### config.mk
export PLATFORM = sky130hd
export DESIGN_NAME = uart_tx_arbiter
export DESIGN_NICKNAME = d
export VERILOG_FILES = /design/src/rtl/uart_tx_arbiter_pkg.sv /design/src/rtl/uart_tx_arbiter_rr_pick.sv /design/src/rtl/uart_tx_arbiter.sv
export SDC_FILE = /design/constraint.sdc
export NUM_CORES = 1
export LEC_CHECK = 0
export CORE_UTILIZATION = 51
export CTS_CLUSTER_DIAMETER = 100
export CTS_CLUSTER_SIZE = 30
export DETAILED_ROUTE_END_ITERATION = 8
export GPL_TIMING_DRIVEN = 1
export HOLD_SLACK_MARGIN = 0.05
export PLACE_DENSITY = 0.78
export SLEW_MARGIN = 20
export SYNTH_ARGS = -nofsm -noshare
export SYNTH_HDL_FRONTEND = slang
export SYNTH_HIERARCHICAL = 1
export SYNTH_SLANG_ARGS = --single-unit
### constraint.sdc
create_clock -name clk -period 4 [get_ports clk]
set_clock_uncertainty 0.15 [all_clocks]
set_input_delay 0.6 -clock clk [delete_from_list [all_inputs] [get_ports clk]]
set_output_delay 0.6 -clock clk [all_outputs]
set_load 0.03 [all_outputs]
### src/rtl/uart_tx_arbiter_pkg.sv
// Shared constants for the UART transmit arbiter: FSM state encoding,
// default end-of-line byte, WAIT_BUSY guard length and counter sizing.
package uart_tx_arbiter_pkg;

    typedef enum logic [1:0] {
        ST_IDLE      = 2'd0,
        ST_ISSUE     = 2'd1,
        ST_WAIT_BUSY = 2'd2,
        ST_WAIT_DONE = 2'd3
    } arb_state_e;

    localparam logic [7:0] EOL_BYTE_DEFAULT  = 8'h0A;
    localparam int         LOCK_IDLE_DEFAULT = 50000;

    // Cycles to wait for tx_busy after tx_start before giving up on the UART.
    localparam int         BUSY_GUARD        = 4;

    // idle_cnt width; at least one bit so LOCK_IDLE = 0 still elaborates.
    function automatic int cnt_width(input int lock_idle);
        return (lock_idle < 1) ? 1 : $clog2(lock_idle + 1);
    endfunction

endpackage

### src/rtl/uart_tx_arbiter_rr_pick.sv
// Round-robin priority picker: first set bit of req_i at or after start_i,
// wrapping modulo NREQ. Purely combinational.
module rr_pick #(
    parameter int NREQ = 2
) (
    input  logic [NREQ-1:0] req_i,
    input  logic [1:0]      start_i,
    output logic [NREQ-1:0] grant_o,
    output logic [1:0]      idx_o,
    output logic            any_o
);

    logic [2*NREQ-1:0] req2;
    logic [2*NREQ-1:0] rot;
    logic [1:0]        off;
    logic [2:0]        sum;
    logic              found;

    assign req2 = {req_i, req_i};

    // Rotate the request vector so start_i sits at bit 0, take the lowest set bit.
    always_comb begin
        rot   = req2 >> start_i;
        found = 1'b0;
        off   = 2'd0;
        for (int k = 0; k < NREQ; k++) begin
            if (!found && rot[k]) begin
                found = 1'b1;
                off   = 2'(k);
            end
        end
        sum = {1'b0, start_i} + {1'b0, off};
        if (sum >= 3'(NREQ)) begin
            sum = sum - 3'(NREQ);
        end
        idx_o   = sum[1:0];
        any_o   = found;
        grant_o = found ? (NREQ'(1) << sum[1:0]) : '0;
    end

endmodule

### src/rtl/uart_tx_arbiter.sv
// Shares one UART transmitter among NREQ byte producers. Round-robin grant
// with line locking: an owner that sent a non-EOL byte keeps the UART until
// it sends EOL_BYTE or stays idle for LOCK_IDLE cycles.
module uart_tx_arbiter
    import uart_tx_arbiter_pkg::*;
#(
    parameter int         NREQ      = 2,
    parameter logic [7:0] EOL_BYTE  = EOL_BYTE_DEFAULT,
    parameter int         LOCK_IDLE = LOCK_IDLE_DEFAULT
) (
    input  logic              clk,
    input  logic              reset,
    input  logic [NREQ-1:0]   req_valid,
    input  logic [8*NREQ-1:0] req_data,
    output logic [NREQ-1:0]   req_ready,
    output logic [7:0]        tx_data,
    output logic              tx_start,
    input  logic              tx_busy,
    output logic [1:0]        owner,
    output logic              locked,
    output logic [1:0]        dbg_state
);

    localparam int               CNT_W   = cnt_width(LOCK_IDLE);
    localparam logic [CNT_W-1:0] CNT_MAX = CNT_W'(LOCK_IDLE);
    localparam bit               LOCK_EN = (LOCK_IDLE != 0);

    // Handshake: a byte moves from requester g to the arbiter on a rising edge
    // where req_valid[g] & req_ready[g]. req_ready is a single-cycle pulse,
    // at most one bit set, raised only in IDLE while the UART is not busy.
    // Toward the UART, tx_start is a one-cycle pulse; tx_data stays put until
    // the next accept.

    arb_state_e       state_q, state_d;
    logic [1:0]       owner_q, owner_d;
    logic             locked_q, locked_d;
    logic [7:0]       tx_data_q, tx_data_d;
    logic [CNT_W-1:0] idle_cnt_q, idle_cnt_d;
    logic [1:0]       guard_q, guard_d;
    logic             fresh_q, fresh_d;   // no grant since reset: search from 0

    logic [NREQ-1:0]  owner_mask;
    logic [NREQ-1:0]  eligible;
    logic [2:0]       owner_inc;
    logic [1:0]       start_idx;
    logic [NREQ-1:0]  pick_grant;
    logic [1:0]       pick_idx;
    logic             pick_any;
    logic [7:0]       pick_byte;
    logic             owner_valid;
    logic             accept;

    assign owner_mask  = NREQ'(1) << owner_q;
    assign owner_valid = |(req_valid & owner_mask);
    assign eligible    = locked_q ? (req_valid & owner_mask) : req_valid;
    assign owner_inc   = {1'b0, owner_q} + 3'd1;
    assign start_idx   = fresh_q ? 2'd0
                       : ((owner_inc >= 3'(NREQ)) ? 2'd0 : owner_inc[1:0]);
    assign accept      = (state_q == ST_IDLE) && !tx_busy && pick_any && !reset;

    rr_pick #(
        .NREQ (NREQ)
    ) u_pick (
        .req_i   (eligible),
        .start_i (start_idx),
        .grant_o (pick_grant),
        .idx_o   (pick_idx),
        .any_o   (pick_any)
    );

    // Select the winner's byte from the packed data bus.
    always_comb begin
        pick_byte = 8'h00;
        for (int k = 0; k < NREQ; k++) begin
            if (pick_idx == 2'(k)) begin
                pick_byte = req_data[8*k +: 8];
            end
        end
    end

    // State register and all datapath registers.
    always_ff @(posedge clk) begin
        if (reset) begin
            state_q    <= ST_IDLE;
            owner_q    <= 2'd0;
            locked_q   <= 1'b0;
            tx_data_q  <= 8'h00;
            idle_cnt_q <= '0;
            guard_q    <= 2'd0;
            fresh_q    <= 1'b1;
        end else begin
            state_q    <= state_d;
            owner_q    <= owner_d;
            locked_q   <= locked_d;
            tx_data_q  <= tx_data_d;
            idle_cnt_q <= idle_cnt_d;
            guard_q    <= guard_d;
            fresh_q    <= fresh_d;
        end
    end

    // Next-state logic, including the WAIT_BUSY guard counter.
    always_comb begin
        state_d = state_q;
        guard_d = guard_q;
        case (state_q)
            ST_IDLE: begin
                if (accept) state_d = ST_ISSUE;
            end
            ST_ISSUE: begin
                state_d = ST_WAIT_BUSY;
                guard_d = 2'd0;
            end
            ST_WAIT_BUSY: begin
                if (tx_busy) begin
                    state_d = ST_WAIT_DONE;
                end else if (guard_q == 2'(BUSY_GUARD - 1)) begin
                    state_d = ST_IDLE;
                end else begin
                    guard_d = guard_q + 2'd1;
                end
            end
            ST_WAIT_DONE: begin
                if (!tx_busy) state_d = ST_IDLE;
            end
            default: state_d = ST_IDLE;
        endcase
    end

    // Capture on accept; otherwise run the owner-idle timer that breaks a stale lock.
    // The timer uses locked_q, so a release is only seen by the next IDLE decision.
    always_comb begin
        owner_d    = owner_q;
        locked_d   = locked_q;
        tx_data_d  = tx_data_q;
        idle_cnt_d = idle_cnt_q;
        fresh_d    = fresh_q;
        if (accept) begin
            owner_d    = pick_idx;
            tx_data_d  = pick_byte;
            locked_d   = LOCK_EN && (pick_byte != EOL_BYTE);
            idle_cnt_d = '0;
            fresh_d    = 1'b0;
        end else if (owner_valid) begin
            idle_cnt_d = '0;
        end else if (locked_q) begin
            if (idle_cnt_q == CNT_MAX) begin
                locked_d   = 1'b0;
                idle_cnt_d = '0;
            end else begin
                idle_cnt_d = idle_cnt_q + CNT_W'(1);
            end
        end
    end

    // Outputs: combinational ready pulse, start pulse decoded from ISSUE.
    always_comb begin
        req_ready = accept ? pick_grant : '0;
        tx_start  = (state_q == ST_ISSUE);
        tx_data   = tx_data_q;
        owner     = owner_q;
        locked    = locked_q;
        dbg_state = state_q;
    end

endmodule

# After elaboration in Yosys (flattened, before gate mapping)
# Cells that the tools add are included.
[classes] n_mux=24 n_reduce_logical=14 div_mod_pow=0 order_cmp=2 bitwise_logic=1 mul=0 n_eq_ne=13 n_addsub=5 n_shift=3
[ops] cell="2-bit 2-to-1 mux" n=12
[ops] cell="16-bit by 1-bit adder with 16-bit output (second input constant)" n=1
[ops] cell="16-bit equality test (second input constant)" n=1
[ops] cell="16-bit 2-to-1 mux" n=1
[ops] cell="8-bit 2-to-1 mux" n=2
[ops] cell="2-bit inequality test (second input constant)" n=4
[ops] cell="8-bit by 4-bit inequality test with 1-bit output (second input constant)" n=1
[ops] cell="2-bit one-hot mux with 4 select lines" n=1
[ops] cell="1-bit 2-to-1 mux" n=7
[ops] cell="2-bit equality test (second input constant)" n=3
[ops] cell="3-bit by 2-bit greater-or-equal comparator with 1-bit output (second input constant)" n=2
[ops] cell="3-bit AND reduction" n=2
[ops] cell="2-bit by 1-bit equality test with 1-bit output (second input constant)" n=2
[ops] cell="1-bit logical AND" n=4
[ops] cell="2-bit logical NOT" n=2
[ops] cell="2-bit one-hot mux with 2 select lines" n=1
[ops] cell="4-bit OR reduction" n=1
[ops] cell="1-bit by 2-bit left shift with 2-bit output (first input constant)" n=2
[ops] cell="4-bit by 2-bit >> shifter with 2-bit output" n=1
[ops] cell="2-bit by 1-bit adder with 3-bit output" n=1
[ops] cell="2-bit by 1-bit adder with 3-bit output (second input constant)" n=1
[ops] cell="1-bit logical NOT" n=3
[ops] cell="3-bit inequality test (second input constant)" n=1
[ops] cell="2-bit by 1-bit adder with 2-bit output (second input constant)" n=1
[ops] cell="5 further kinds" n=5
[totals] mem_bits_rw=0 elab_cells=69 regBits=32 romBits=0 inputBits=21 mem_count=0 out_inout_bits=16 latchBits=0

# Longest topological paths before layout
[logic_depth] ltp_word=17 depth_mapped=17

# Cells and area by module
# The synthesis kept the hierarchy.
[by_module_without_submodules] mod="uart_tx_arbiter" n_inst=1 area_each_um2=1766.7 cells_each=206 seq_area_each_um2=640.6
[by_module_without_submodules] mod="rr_pick" n_inst=1 area_each_um2=120.1 cells_each=17 seq_area_each_um2=0.0

# Worst setup path before layout
# No wires, ideal clock.
[synth_path] path_type="register to output" startpoint="register owner_q[0], in the netlist owner[0]" endpoint="output port req_ready[0]" stages_incl_launch_ff=15 n_path_buf=0 setup_slack_ns=0.752 arrival_ns=2.498 t_required_ns=3.250 path_cell_list="dfxtp_1 inv_1 ha_1 nor2b_1 and2_1 inv_1 nand4b_1 o21ai_1 ha_1 inv_1 ha_1 o211ai_1 o21ai_1 nor3_2 and2_1"
[synth_between] elab_chain_cells=15 word_cells_on_any_way=22
[synth_lines] element="start, declared" line="uart_tx_arbiter.sv:35" rtl="logic [1:0] owner_q, owner_d;"
[synth_lines] element="start signal, assigned" line="uart_tx_arbiter.sv:93" rtl="owner_q <= owner_d;"
[synth_lines] element="2-bit by 1-bit adder with 3-bit output *" line="uart_tx_arbiter.sv:56" rtl="assign owner_inc = {1'b0, owner_q} + 3'd1;"
[synth_lines] element="3-bit by 2-bit greater-or-equal comparator with 1-bit output" line="uart_tx_arbiter.sv:58" rtl=": ((owner_inc >= 3'(NREQ)) ? 2'd0 : owner_inc[1:0]);"
[synth_lines] element="2-bit 2-to-1 mux *" line="uart_tx_arbiter.sv:58"
[synth_lines] element="2-bit 2-to-1 mux *" line="uart_tx_arbiter.sv:57" rtl="assign start_idx = fresh_q ? 2'd0"
[synth_lines] element="named net start_idx[0]" line="uart_tx_arbiter.sv:45" rtl="logic [1:0] start_idx;"
[synth_lines] element="4-bit by 2-bit >> shifter with 2-bit output" line="uart_tx_arbiter_rr_pick.sv:23" rtl="rot = req2 >> start_i;"
[synth_lines] element="1-bit 2-to-1 mux" line="uart_tx_arbiter_rr_pick.sv:27" rtl="if (!found && rot[k]) begin"
[synth_lines] element="1-bit logical NOT" line="uart_tx_arbiter_rr_pick.sv:27"
[synth_lines] element="[2 not listed]"
[synth_lines] element="2-bit by 1-bit adder with 3-bit output *" line="uart_tx_arbiter_rr_pick.sv:32" rtl="sum = {1'b0, start_i} + {1'b0, off};"
[synth_lines] element="3-bit by 2-bit greater-or-equal comparator with 1-bit output / 2-bit subtractor (equally long branches)" line="uart_tx_arbiter_rr_pick.sv:33, uart_tx_arbiter_rr_pick.sv:34"
[synth_lines] element="2-bit 2-to-1 mux *" line="uart_tx_arbiter_rr_pick.sv:33" rtl="if (sum >= 3'(NREQ)) begin"
[synth_lines] element="named net pick_idx[1]" line="uart_tx_arbiter.sv:47" rtl="logic [1:0] pick_idx;"
[synth_lines] element="1-bit by 2-bit left shift with 2-bit output *" line="uart_tx_arbiter_rr_pick.sv:38" rtl="grant_o = found ? (NREQ'(1) << sum[1:0]) : '0;"
[synth_lines] element="2-bit 2-to-1 mux *" line="uart_tx_arbiter_rr_pick.sv:38"
[synth_lines] element="named net pick_grant[0]" line="uart_tx_arbiter.sv:46" rtl="logic [NREQ-1:0] pick_grant;"
[synth_lines] element="2-bit 2-to-1 mux *" line="uart_tx_arbiter.sv:158" rtl="req_ready = accept ? pick_grant : '0;"
[synth_lines] element="end, declared" line="uart_tx_arbiter.sv:15" rtl="output logic [NREQ-1:0] req_ready,"
# The timed path passes the listed nets; every way through them passes the cells marked *.

# Final worst setup path
# Same ends and word-level chain as after synthesis.

==> results.rst <==
.. list-table::
   :header-rows: 1

   * - Metric
     - Value
   * - RSZ-0062 raised after global routing
     - no
   * - Maximum fanout count along the critical path
     - 5
   * - Pins Over Slew Limit
     - 0
   * - IO Count
     - 37
   * - P_sw
     - 0.320 mW
   * - Die Width
     - 62.8 um
   * - Number of H-tree levels
     - 2
   * - Worst slew margin relative to its limit
     - 37.4%
   * - Fraction of final layout cells sized beyond drive strength 1
     - 8.37%
   * - Crit path kind
     - reg2out
   * - Register bit count reported by yosys
     - 32
   * - Type of the most critical hold path
     - reg2reg
   * - Clk slew on worst S/H paths
     - 0.07 ns
   * - Initial standard-cell utilization of the core
     - 54.8%
   * - Floorplan core area
     - 3440 sq um
   * - Fraction of power consumed by sequential logic
     - 38.1%
   * - DP HPWL
     - 2.90 mm
   * - Pin count of the biggest net entering global routing
     - 22
   * - Slew at the pin closest to its max-slew limit
     - 0.937 ns
   * - Maximum achievable frequency
     - 0.267 GHz
   * - Least setup slack across all paths after layout
     - 0.248 ns
   * - Top-area cell type share of the netlist area
     - 34.0%
   * - Final wirelength
     - 4.14 mm
   * - CP required
     - 3.25 ns
   * - Detailed Route Iter0 Violations
     - 84
   * - Detailed-route via count
     - 1714
   * - Async set-reset flop share out of synthesis
     - 0%
   * - Data arrival at the endpoint of the critical path
     - 3.00 ns
   * - Cell types occupying the most area after synthesis
     - sky130_fd_sc_hd__dfxtp_1 (34%), sky130_fd_sc_hd__ha_1 (8.6%), sky130_fd_sc_hd__mux2i_1 (5.3%)
   * - Max rail drop VDD
     - 219 uV
   * - Post-Syn Area
     - 1890 sq um
   * - Number of buffers inserted by port buffering
     - 36
   * - Power share of the clock group
     - 28.3%
   * - All-layer global routing usage
     - 23.1%
   * - Post-place instance area
     - 2290 sq um
   * - Post-Layout Inst Area
     - 2380 sq um
   * - Pre-Repair DR Iteration Count
     - 4
   * - Period minus WS final
     - 3.75 ns
   * - Share of total power in combinational logic
     - 33.6%
   * - Clock tree buffer depth
     - 2
   * - Number of rows in the core area
     - 21
   * - Count of endpoints failing setup in the final report
     - 0
   * - Synth Flop Type
     - sky130_fd_sc_hd__dfxtp_1
   * - Routed len/inst
     - 13.4 um
   * - Floorplan die area
     - 3950 sq um
   * - Worst-skew pair later-pin latency
     - 0.29 ns
   * - # Max-Cap Violations
     - 0
   * - Tcrit/Tclk final
     - 93.8%
   * - Top library cells by usage in the layout, fill and taps aside
     - sky130_fd_sc_hd__clkdlybuf4s50_1 (34), sky130_fd_sc_hd__dfxtp_1 (32), sky130_fd_sc_hd__nor2_1 (26)
   * - Power density of the placed cells
     - 393 nW/um^2
   * - DRC violation count after routing
     - 0
   * - Cts hold-fix bufs
     - 0
   * - Remaining number of nets flagged by the antenna check after routing
     - 0
   * - Commonest non-fill, non-tap cell in the layout
     - sky130_fd_sc_hd__clkdlybuf4s50_1
   * - Sink count of the clock tree
     - 32
   * - # nets final
     - 296
   * - Global placer's final weighted congestion
     - 0.780
   * - Via density
     - 5.55
   * - Number of instances in the synthesized netlist
     - 223
   * - Leading area contributor after synthesis
     - sky130_fd_sc_hd__dfxtp_1
   * - Cell at the root of the clock tree
     - sky130_fd_sc_hd__clkbuf_8
   * - Crit start category
     - flip-flop
   * - Warnings from Yosys
     - 6
   * - Crit. End Element
     - output pin
   * - Number of synthesized flops with an enable pin
     - 0
   * - Number of inserted diodes
     - 0
   * - Fill count
     - 291
   * - Layout-stage area growth over the synthesis result
     - 26.2%
   * - First-pass GRT wire length
     - 7.20 mm
   * - Total count of hold-check failures in the final report
     - 0
   * - Initial antenna violation count
     - 0
   * - Distinct cell type count of the synthesized netlist
     - 46
   * - Total nets after synthesis
     - 257
   * - Total internal power
     - 0.617 mW
   * - Switching share of power
     - 34.1%
   * - Via count of the first global-routing pass
     - 1627
   * - TritonCTS buffer count
     - 5
   * - TritonCTS clock tree
     - done
   * - Sequential element share of the synthesized area
     - 34.0%
   * - Total leakage power
     - 0.881 nW
   * - Post-placement worst setup slack
     - 0.119 ns
   * - GRT Residual Overflow
     - 0
   * - Synthesized area per cell
     - 8.46 sq um
   * - Die Y-Extent
     - 62.8 um
   * - Total Neg Setup Slack
     - 0 ns
   * - Status
     - complete, no violations
worst paths after layout:
| check | from | endpoint | slack [ns] | depth (start not counted) |
|---|---|---|---|---|
| max | owner[0]$_SDFFE_PP0P_ | req_ready[0] | 0.25 | 15 |
| min | fresh_q$_SDFFE_PP1P_ | fresh_q$_SDFFE_PP1P_ | 0.30 | 2 |
| max reg2reg | owner[0]$_SDFFE_PP0P_ | locked$_SDFFE_PP0P_ | 0.85 | 17 |
| min reg2reg | fresh_q$_SDFFE_PP1P_ | fresh_q$_SDFFE_PP1P_ | 0.30 | 2 |
per-stage QoR:
stage,utilization [%],hold slack (ns),power (mW),std cells
CTS,69.2,0.299,0.943,309
floorplan,-,0.273,0.577,223
global route,69.2,0.332,0.991,309
finish,69.2,0.300,0.937,309
global placement,66.5,0.285,0.675,301
detailed placement,66.5,0.288,0.678,301
cells in the mapped netlist (2+ instances only):
library cell and n:
sky130_fd_sc_hd__a21oi_1 12, sky130_fd_sc_hd__a21oi_2 2, sky130_fd_sc_hd__a31oi_1 2, sky130_fd_sc_hd__and2_1 4, sky130_fd_sc_hd__and4_1 2, sky130_fd_sc_hd__buf_2 3
sky130_fd_sc_hd__buf_4 2, sky130_fd_sc_hd__clkbuf_1 3, sky130_fd_sc_hd__dfxtp_1 32, sky130_fd_sc_hd__ha_1 13, sky130_fd_sc_hd__inv_1 13, sky130_fd_sc_hd__mux2i_1 10
sky130_fd_sc_hd__nand2_1 15, sky130_fd_sc_hd__nand2b_1 3, sky130_fd_sc_hd__nand3_1 7, sky130_fd_sc_hd__nand3b_1 3, sky130_fd_sc_hd__nand4_1 9, sky130_fd_sc_hd__nand4_2 2
sky130_fd_sc_hd__nor2_1 26, sky130_fd_sc_hd__nor2_2 3, sky130_fd_sc_hd__nor3_1 10, sky130_fd_sc_hd__nor4_1 8, sky130_fd_sc_hd__o211ai_1 3, sky130_fd_sc_hd__o21a_1 2
sky130_fd_sc_hd__o21ai_1 2, sky130_fd_sc_hd__xnor2_1 8, sky130_fd_sc_hd__xor2_1 5
power groups by stage:
| stage | clock network (mW) | registers [mW] | logic (mW) |
|---|---|---|---|
| after floorplan | 0 | 0.398 | 0.179 |
| after global placement | 0 | 0.363 | 0.312 |
| after detailed placement | 0 | 0.363 | 0.315 |
| after CTS | 0.270 | 0.357 | 0.316 |
| after global routing | 0.287 | 0.359 | 0.345 |
| final | 0.265 | 0.357 | 0.315 |
sequential cells by signal, indices dropped and copies added (netlist names):
signal      flops
idle_cnt_q     16
tx_data         8
dbg_state       2
guard_q         2
owner           2
fresh_q         1
locked          1
critical path: stages, from the launching register on:
cell and delay, ns:
sky130_fd_sc_hd__dfxtp_1 0.39, sky130_fd_sc_hd__inv_1 0.06, sky130_fd_sc_hd__ha_1 0.23, sky130_fd_sc_hd__nor2b_1 0.18, sky130_fd_sc_hd__and2_1 0.19, sky130_fd_sc_hd__inv_1 0.09
sky130_fd_sc_hd__nand4b_1 0.10, sky130_fd_sc_hd__o21ai_1 0.11, sky130_fd_sc_hd__ha_1 0.19, sky130_fd_sc_hd__inv_1 0.05, sky130_fd_sc_hd__ha_1 0.31, sky130_fd_sc_hd__o211ai_1 0.09
sky130_fd_sc_hd__o21ai_1 0.12, sky130_fd_sc_hd__nor3_2 0.10, sky130_fd_sc_hd__and2_1 0.12, sky130_fd_sc_hd__dlygate4sd2_1 0.40
kinds of logic (layout without fill, tap and decap cells):
kind of cell,Yosys count,in the layout,share of synthesized area [%]
compound gates,31,31,10.8
fa+ha+maj,13,13,8.62
xor+xnor,13,13,6.03
buf+inv,22,62,5.37
simple gates,102,102,29.9
flops,32,32,34.0
mux,10,10,5.31
metal layers:
layer / wire length, um / GRT usage (%) / up-vias
li1: - / - / 875
met4: 56 / 9.88 / 0
met2: 1770 / 33.8 / 45
met3: 260 / 6.93 / 6
met5: 0 / 0 / -
met1: 2050 / 31.1 / 788
area by class of cell:
cell class                 count  area, sq um  area share, %
inverter                      13         48.8           2.05
clock inverter                 1         7.51          0.315
clock buffer                   7         86.3           3.63
sequential                    32          641           26.9
multi-input combinational    169         1140           48.1
timing repair buffer          41          395           16.6
tap                           46         57.6           2.42
repair_timing:
action,in CTS,in global routing
gates resized for setup,2,0
endpoints found under the setup margin,2,0
setup buffers,0,0
Power figures use the tool's default switching activity.
